<file path="config.mk">
export PLATFORM = sky130hd
export DESIGN_NAME = reset_sequencer_flat
export DESIGN_NICKNAME = d
export VERILOG_FILES = /design/src/rtl/reset_sequencer_if.sv /design/src/rtl/reset_sequencer.sv /design/src/flat_wrapper.sv
export SDC_FILE = /design/constraint.sdc
export NUM_CORES = 1
export LEC_CHECK = 0
export ABC_AREA = 1
export CELL_PAD_IN_SITES_DETAIL_PLACEMENT = 2
export CELL_PAD_IN_SITES_GLOBAL_PLACEMENT = 2
export CORE_UTILIZATION = 28
export DETAILED_ROUTE_END_ITERATION = 16
export PLACE_DENSITY_LB_ADDON = 0.15
export SYNTH_ARGS = -nofsm -noshare
export SYNTH_HDL_FRONTEND = slang
export SYNTH_SLANG_ARGS = --single-unit
</file>
<file path="constraint.sdc">
create_clock -name clock_in -period 2.04 [get_ports clock_in]
set_clock_uncertainty 0.1 [all_clocks]
set_input_delay 0.408 -clock clock_in [delete_from_list [all_inputs] [get_ports clock_in]]
set_output_delay 0.408 -clock clock_in [all_outputs]
set_load 0.1 [all_outputs]
</file>
<file path="src/rtl/reset_sequencer_if.sv">
// Reset-sequencer bundle: soft reset request, per-stage ready handshake and
// the sequenced active-low stage resets. master = sequencer, slave = consumers.
interface reset_sequencer_if #(
  parameter int NUM_STAGES = 4
);
  logic                  soft_reset_in;
  logic [NUM_STAGES-1:0] stage_ready_in;
  logic [NUM_STAGES-1:0] n_stage_reset_out;
  logic                  all_released_out;
  logic                  fault_out;

  modport master (
    input  soft_reset_in,
    input  stage_ready_in,
    output n_stage_reset_out,
    output all_released_out,
    output fault_out
  );

  modport slave (
    output soft_reset_in,
    output stage_ready_in,
    input  n_stage_reset_out,
    input  all_released_out,
    input  fault_out
  );
endinterface

</file>
<file path="src/rtl/reset_sequencer.sv">
// Releases NUM_STAGES active-low reset domains in order, gated by a hold time,
// a minimum gap and each stage's ready bit. Define RESET_SEQUENCER_TIMEOUT_EN for the ready-timeout fault.
module reset_sequencer #(
  parameter int NUM_STAGES     = 4,
  parameter int HOLD_CYCLES    = 16,
  parameter int GAP_CYCLES     = 8,
  parameter int TIMEOUT_CYCLES = 255,
  parameter int CNT_WIDTH      = 8
) (
  input  logic               clock_in,
  input  logic               reset_in,
  reset_sequencer_if.master  seq_if
);

  localparam int CNT_MAX_VAL = (1 << CNT_WIDTH) - 1;
  localparam logic [NUM_STAGES-1:0] FIRST_STAGE = NUM_STAGES'(1);
  localparam logic [CNT_WIDTH-1:0]  HOLD_LAST   = CNT_WIDTH'(HOLD_CYCLES - 1);
  localparam logic [CNT_WIDTH-1:0]  GAP_LAST    = CNT_WIDTH'(GAP_CYCLES - 1);

  if ((HOLD_CYCLES > CNT_MAX_VAL) || (GAP_CYCLES > CNT_MAX_VAL) ||
      (TIMEOUT_CYCLES > CNT_MAX_VAL)) begin : g_bad_cnt_width
    $error("reset_sequencer: CNT_WIDTH too small for the cycle parameters");
  end

`ifdef RESET_SEQUENCER_TIMEOUT_EN
  localparam logic [CNT_WIDTH-1:0] TIMEOUT_LAST = CNT_WIDTH'(TIMEOUT_CYCLES - 1);

  if (TIMEOUT_CYCLES <= GAP_CYCLES) begin : g_bad_timeout
    $error("reset_sequencer: TIMEOUT_CYCLES must exceed GAP_CYCLES");
  end

  typedef enum logic [1:0] {S_HOLD, S_WAIT, S_DONE, S_FAULT} state_t;
`else
  typedef enum logic [1:0] {S_HOLD, S_WAIT, S_DONE} state_t;
`endif

  state_t                  state, state_nxt;
  logic [CNT_WIDTH-1:0]    cnt, cnt_nxt, cnt_sat;
  logic [NUM_STAGES-1:0]   n_rst, n_rst_nxt;
  logic                    all_rel, all_nxt;
  logic                    ready_cur;

  // Released bits always form a contiguous prefix, so the most recently
  // released stage is the top bit of that thermometer code.
  assign ready_cur = |(seq_if.stage_ready_in & (n_rst ^ (n_rst >> 1)));
  assign cnt_sat   = (cnt == {CNT_WIDTH{1'b1}}) ? cnt : cnt + 1'b1;

`ifdef RESET_SEQUENCER_TIMEOUT_EN
  logic fault, fault_nxt;
`endif

  always_ff @(posedge clock_in) begin
    if (reset_in) begin
      state   <= S_HOLD;
      cnt     <= '0;
      n_rst   <= '0;
      all_rel <= 1'b0;
`ifdef RESET_SEQUENCER_TIMEOUT_EN
      fault   <= 1'b0;
`endif
    end else begin
      state   <= state_nxt;
      cnt     <= cnt_nxt;
      n_rst   <= n_rst_nxt;
      all_rel <= all_nxt;
`ifdef RESET_SEQUENCER_TIMEOUT_EN
      fault   <= fault_nxt;
`endif
    end
  end

  always_comb begin
    state_nxt = state;
    cnt_nxt   = cnt;
    n_rst_nxt = n_rst;
    all_nxt   = all_rel;
`ifdef RESET_SEQUENCER_TIMEOUT_EN
    fault_nxt = fault;
`endif
    if (seq_if.soft_reset_in) begin
      state_nxt = S_HOLD;
      cnt_nxt   = '0;
      n_rst_nxt = '0;
      all_nxt   = 1'b0;
`ifdef RESET_SEQUENCER_TIMEOUT_EN
      fault_nxt = 1'b0;
`endif
    end else begin
      case (state)
        S_HOLD: begin
          if (cnt == HOLD_LAST) begin
            n_rst_nxt = FIRST_STAGE;
            cnt_nxt   = '0;
            state_nxt = S_WAIT;
          end else begin
            cnt_nxt = cnt + 1'b1;
          end
        end
        S_WAIT: begin
          cnt_nxt = cnt_sat;
          if ((cnt >= GAP_LAST) && ready_cur) begin
            if (n_rst[NUM_STAGES-1]) begin
              all_nxt   = 1'b1;
              state_nxt = S_DONE;
            end else begin
              n_rst_nxt = (n_rst << 1) | FIRST_STAGE;
              cnt_nxt   = '0;
            end
          end
`ifdef RESET_SEQUENCER_TIMEOUT_EN
          else if (cnt >= TIMEOUT_LAST) begin
            fault_nxt = 1'b1;
            state_nxt = S_FAULT;
          end
`endif
        end
        default: begin
          state_nxt = state;
        end
      endcase
    end
  end

  assign seq_if.n_stage_reset_out = n_rst;
  assign seq_if.all_released_out  = all_rel;
`ifdef RESET_SEQUENCER_TIMEOUT_EN
  assign seq_if.fault_out = fault;
`else
  assign seq_if.fault_out = 1'b0;
`endif

endmodule
</file>
<file path="src/flat_wrapper.sv">
// flat-port wrapper written by rule: the top's interface ports become plain ports
module reset_sequencer_flat 
#(
  parameter int NUM_STAGES     = 4,
  parameter int HOLD_CYCLES    = 16,
  parameter int GAP_CYCLES     = 8,
  parameter int TIMEOUT_CYCLES = 255,
  parameter int CNT_WIDTH      = 8
)
  (clock_in, reset_in, seq_if_soft_reset_in, seq_if_stage_ready_in, seq_if_n_stage_reset_out, seq_if_all_released_out, seq_if_fault_out);
  reset_sequencer_if #(.NUM_STAGES(NUM_STAGES)) seq_if_i ();
  input  logic clock_in;
  input  logic reset_in;
  input wire logic [$bits(seq_if_i.soft_reset_in)-1:0] seq_if_soft_reset_in;
  input wire logic [$bits(seq_if_i.stage_ready_in)-1:0] seq_if_stage_ready_in;
  output wire logic [$bits(seq_if_i.n_stage_reset_out)-1:0] seq_if_n_stage_reset_out;
  output wire logic [$bits(seq_if_i.all_released_out)-1:0] seq_if_all_released_out;
  output wire logic [$bits(seq_if_i.fault_out)-1:0] seq_if_fault_out;
  assign seq_if_i.soft_reset_in = seq_if_soft_reset_in;
  assign seq_if_i.stage_ready_in = seq_if_stage_ready_in;
  assign seq_if_n_stage_reset_out = seq_if_i.n_stage_reset_out;
  assign seq_if_all_released_out = seq_if_i.all_released_out;
  assign seq_if_fault_out = seq_if_i.fault_out;
  reset_sequencer #(.NUM_STAGES(NUM_STAGES), .HOLD_CYCLES(HOLD_CYCLES), .GAP_CYCLES(GAP_CYCLES), .TIMEOUT_CYCLES(TIMEOUT_CYCLES), .CNT_WIDTH(CNT_WIDTH)) u_core (.clock_in(clock_in), .reset_in(reset_in), .seq_if(seq_if_i));
endmodule
</file>
==> out/metrics.cfg <==
[worst_hold_path]
hold_depth = 2
hold_class = flop to flop
min_from = u_core.seq_if.all_released_out
hold_end = u_core.seq_if.all_released_out

[drt]
wl_per_cell_um = 14.5
viasPerCell = 4.99
wl_um = 3010
drt_iter0_drc = 8
ant_nets = 0
vias = 1033
dr.pass1.iters = 2
drc = 0

[timing]
rsz0062_at_grt = no
slew_viol_final = 0
fin_crit_sh = 0.912
fmax_mhz = 537
fin_ws_ns = 0.179
period_needed_ns = 1.86
final_hold_viol_count = 0
finalSetupViolCount = 0
setup_tns_ns = 0

[clock_network]
clk_pin_slew_ns = 0.10
clock_latency_ns = 0.29
cts.sinks = 15
cts-hold-fix-buffers = 0
htree_levels = 1
tritoncts = yes
cts_resized = 0
cts_root_buf = clkbuf_4
numCtsBuffers = 3
cts.path.max_buffers = 2
cts_setup_buffers = 0

[power]
switchingPower_uw = 139
p_clk_frac = 0.354
p_seq_frac = 0.566
cellPowerDensity_mw_per_mm2 = 454
cellLeakagePower_uw = 0.000499
internal-power_uw = 386
vdd_drop_max_mv = 0.173
pwr-share-comb = 0.080
swShare = 0.265

[setup_path]
end_kind = flop
crit_required_ns = 2.18
crit_chain = ha_1 > nand3_1 > o21ai_2 > inv_2 > nor2_4 > nand3_2 > nand2_1 > inv_1 > nor2_1
critical-path-slowest-cell = dfxtp_1
start_kind = flop
rr_worst_depth = 9
cp_max_fo = 5
slowest_delay_ns = 0.42
crit_arrival_ns = 2.00
critPathBufInv = 2
timing.rr.end = u_core.seq_if.n_stage_reset_out[1]
cp_top_family = simple AND/OR/NAND/NOR gates
r2r-start = u_core.cnt[0]
r2r_slack_ns = 0.18
worstSetupPathType = flop to flop

[floorplanning]
coreArea_mm2 = 0.00315
die_h_um = 60.6
initial_core_util = 0.305
die_area_mm2 = 0.00367
boundaryPins = 13
std_cell_rows = 20
die_w_um = 60.6

[layout]
final_common_cell = nand2_1
final_cell_mix = 44 x nand2_1, 16 x nor2_1, 14 x inv_1, 14 x a21oi_1, 12 x dfxtp_1
fin_nets = 173
fin_cells = 207
drive_gt1_frac = 0.141
fin_util = 0.367
syn_to_final_growth_pct = 20.3
num_antenna_cells = 0
nFillCells = 411

[global_route]
antenna_found_initial = 0
grt_pass1_vias = 1094
grt_first_pass_wirelength_um = 5140
grt_start_max_net_pins = 15
track_usage = 0.197
overflow = 0

[place]
post-place-ws_ns = 0.0538
place_inst = 203
gp_congestion = 0.756
io_buffers = 11
dp_hpwl_um = 2360

[job]
max_cap_violations = 0

[outcome]
status = finished, final reports clean

[logic_synthesis]
synthesis.area_um2 = 962
yosysSeqAreaShare = 0.312
synth_warnings = 0
syn_inst = 151
syn_area_per_cell_um2 = 6.37
ys_ff_latch = 15
syn-num-nets = 160
synth_cell_type_count = 23

-- power groups by stage --
stage          Sequential, uW  Clock (uW)  Combinational (uW)
2_1_floorplan             303           0                25.6
3_3_place_gp              304           0                40.0
3_5_place_dp              304           0                42.8
4_1_cts                   297         190                43.0
5_1_grt                   298         208                47.2
6_report                  297         186                42.0
-- worst max-delay path by stage --
| stage | slack, ns | cells past startpoint | from | end |
|---|---|---|---|---|
| after floorplan | 0.06 | 11 | u_core.seq_if.n_stage_reset_out[3] | u_core.cnt[1] |
| after global placement | 0.18 | 10 | seq_if_stage_ready_in[2] | u_core.cnt[0] |
| after detailed placement | 0.05 | 10 | seq_if_stage_ready_in[2] | u_core.cnt[1] |
| after CTS | 0.07 | 8 | u_core.cnt[0] | u_core.cnt[1] |
| after global routing | 0.02 | 11 | u_core.seq_if.n_stage_reset_out[3] | u_core.cnt[7] |
| final | 0.18 | 9 | u_core.cnt[0] | u_core.seq_if.n_stage_reset_out[1] |
-- state kept, by name (all words and copies together), names as in the netlist --
name	cells
u_core.cnt	8
u_core.seq_if.all_released_out	1
u_core.seq_if.n_stage_reset_out	4
u_core.state	2
-- cells by family (layout without fill, tap and decap cells) --
family                   count (synthesis)  count (layout)  share of synthesized area
AO/OA/AOI/OAI                           26              26                      0.139
XOR/XNOR                                 7               7                     0.0637
adder cells (fa/ha/maj)                  2               2                     0.0260
buffers and inverters                   20              32                     0.0832
flip-flops                              15              15                      0.312
other                                    1               1                    0.00390
AND/OR/NAND/NOR                         80              80                      0.372
-- cell type report --
type	count	area (um2)	area share
timing repair buffer	12	118	0.102
sequential	15	304	0.263
clock buffer	3	22.5	0.0195
multi-input combinational	116	593	0.512
clock inverter	1	5.00	0.00432
tap	44	55.1	0.0476
inverter	16	60.1	0.0519
-- synthesized netlist by cell type --
master | n | area (um2)
nand4_1 | 3 | 18.8
dfxtp_1 | 15 | 300
xor2_1 | 5 | 43.8
buf_2 | 1 | 5.00
o21ai_1 | 1 | 5.00
buf_4 | 1 | 7.51
inv_1 | 14 | 52.6
xnor2_1 | 2 | 17.5
nand4_2 | 1 | 12.5
clkbuf_1 | 2 | 7.51
inv_2 | 2 | 7.51
nor2_4 | 2 | 22.5
conb_1 | 1 | 3.75
or2_1 | 2 | 12.5
a21oi_1 | 14 | 70.1
nand3_1 | 8 | 40.0
ha_1 | 2 | 25.0
nand3_2 | 1 | 10.0
nand2_2 | 2 | 12.5
nor2_1 | 17 | 63.8
o21ai_0 | 10 | 50.1
o21ai_2 | 1 | 8.76
nand2_1 | 44 | 165
-- layer usage --
layer | vias to the layer above | wire [um] | track usage
met2 | 11 | 1510 | 0.338
met3 | 4 | 43 | 0.0256
li1 | 506 | - | -
met4 | 0 | 47 | 0.0877
met1 | 512 | 1410 | 0.246
met5 | - | 0 | 0
-- tightest hold or removal path, cell delays in order (launching register included) --
cell and delay [ns]:
dfxtp_1 0.33, inv_1 0.05, a21oi_1 0.05
-- metrics by stage --
step           instance area [um2]  hold WS (ns)  total power, uW
2_1_floorplan                  966         0.349              329
3_3_place_gp                  1120         0.344              344
3_5_place_dp                  1120         0.351              347
4_1_cts                       1150         0.370              530
5_1_grt                       1160         0.405              553
6_report                      1160         0.369              525
(Power assumes the default switching activity.)
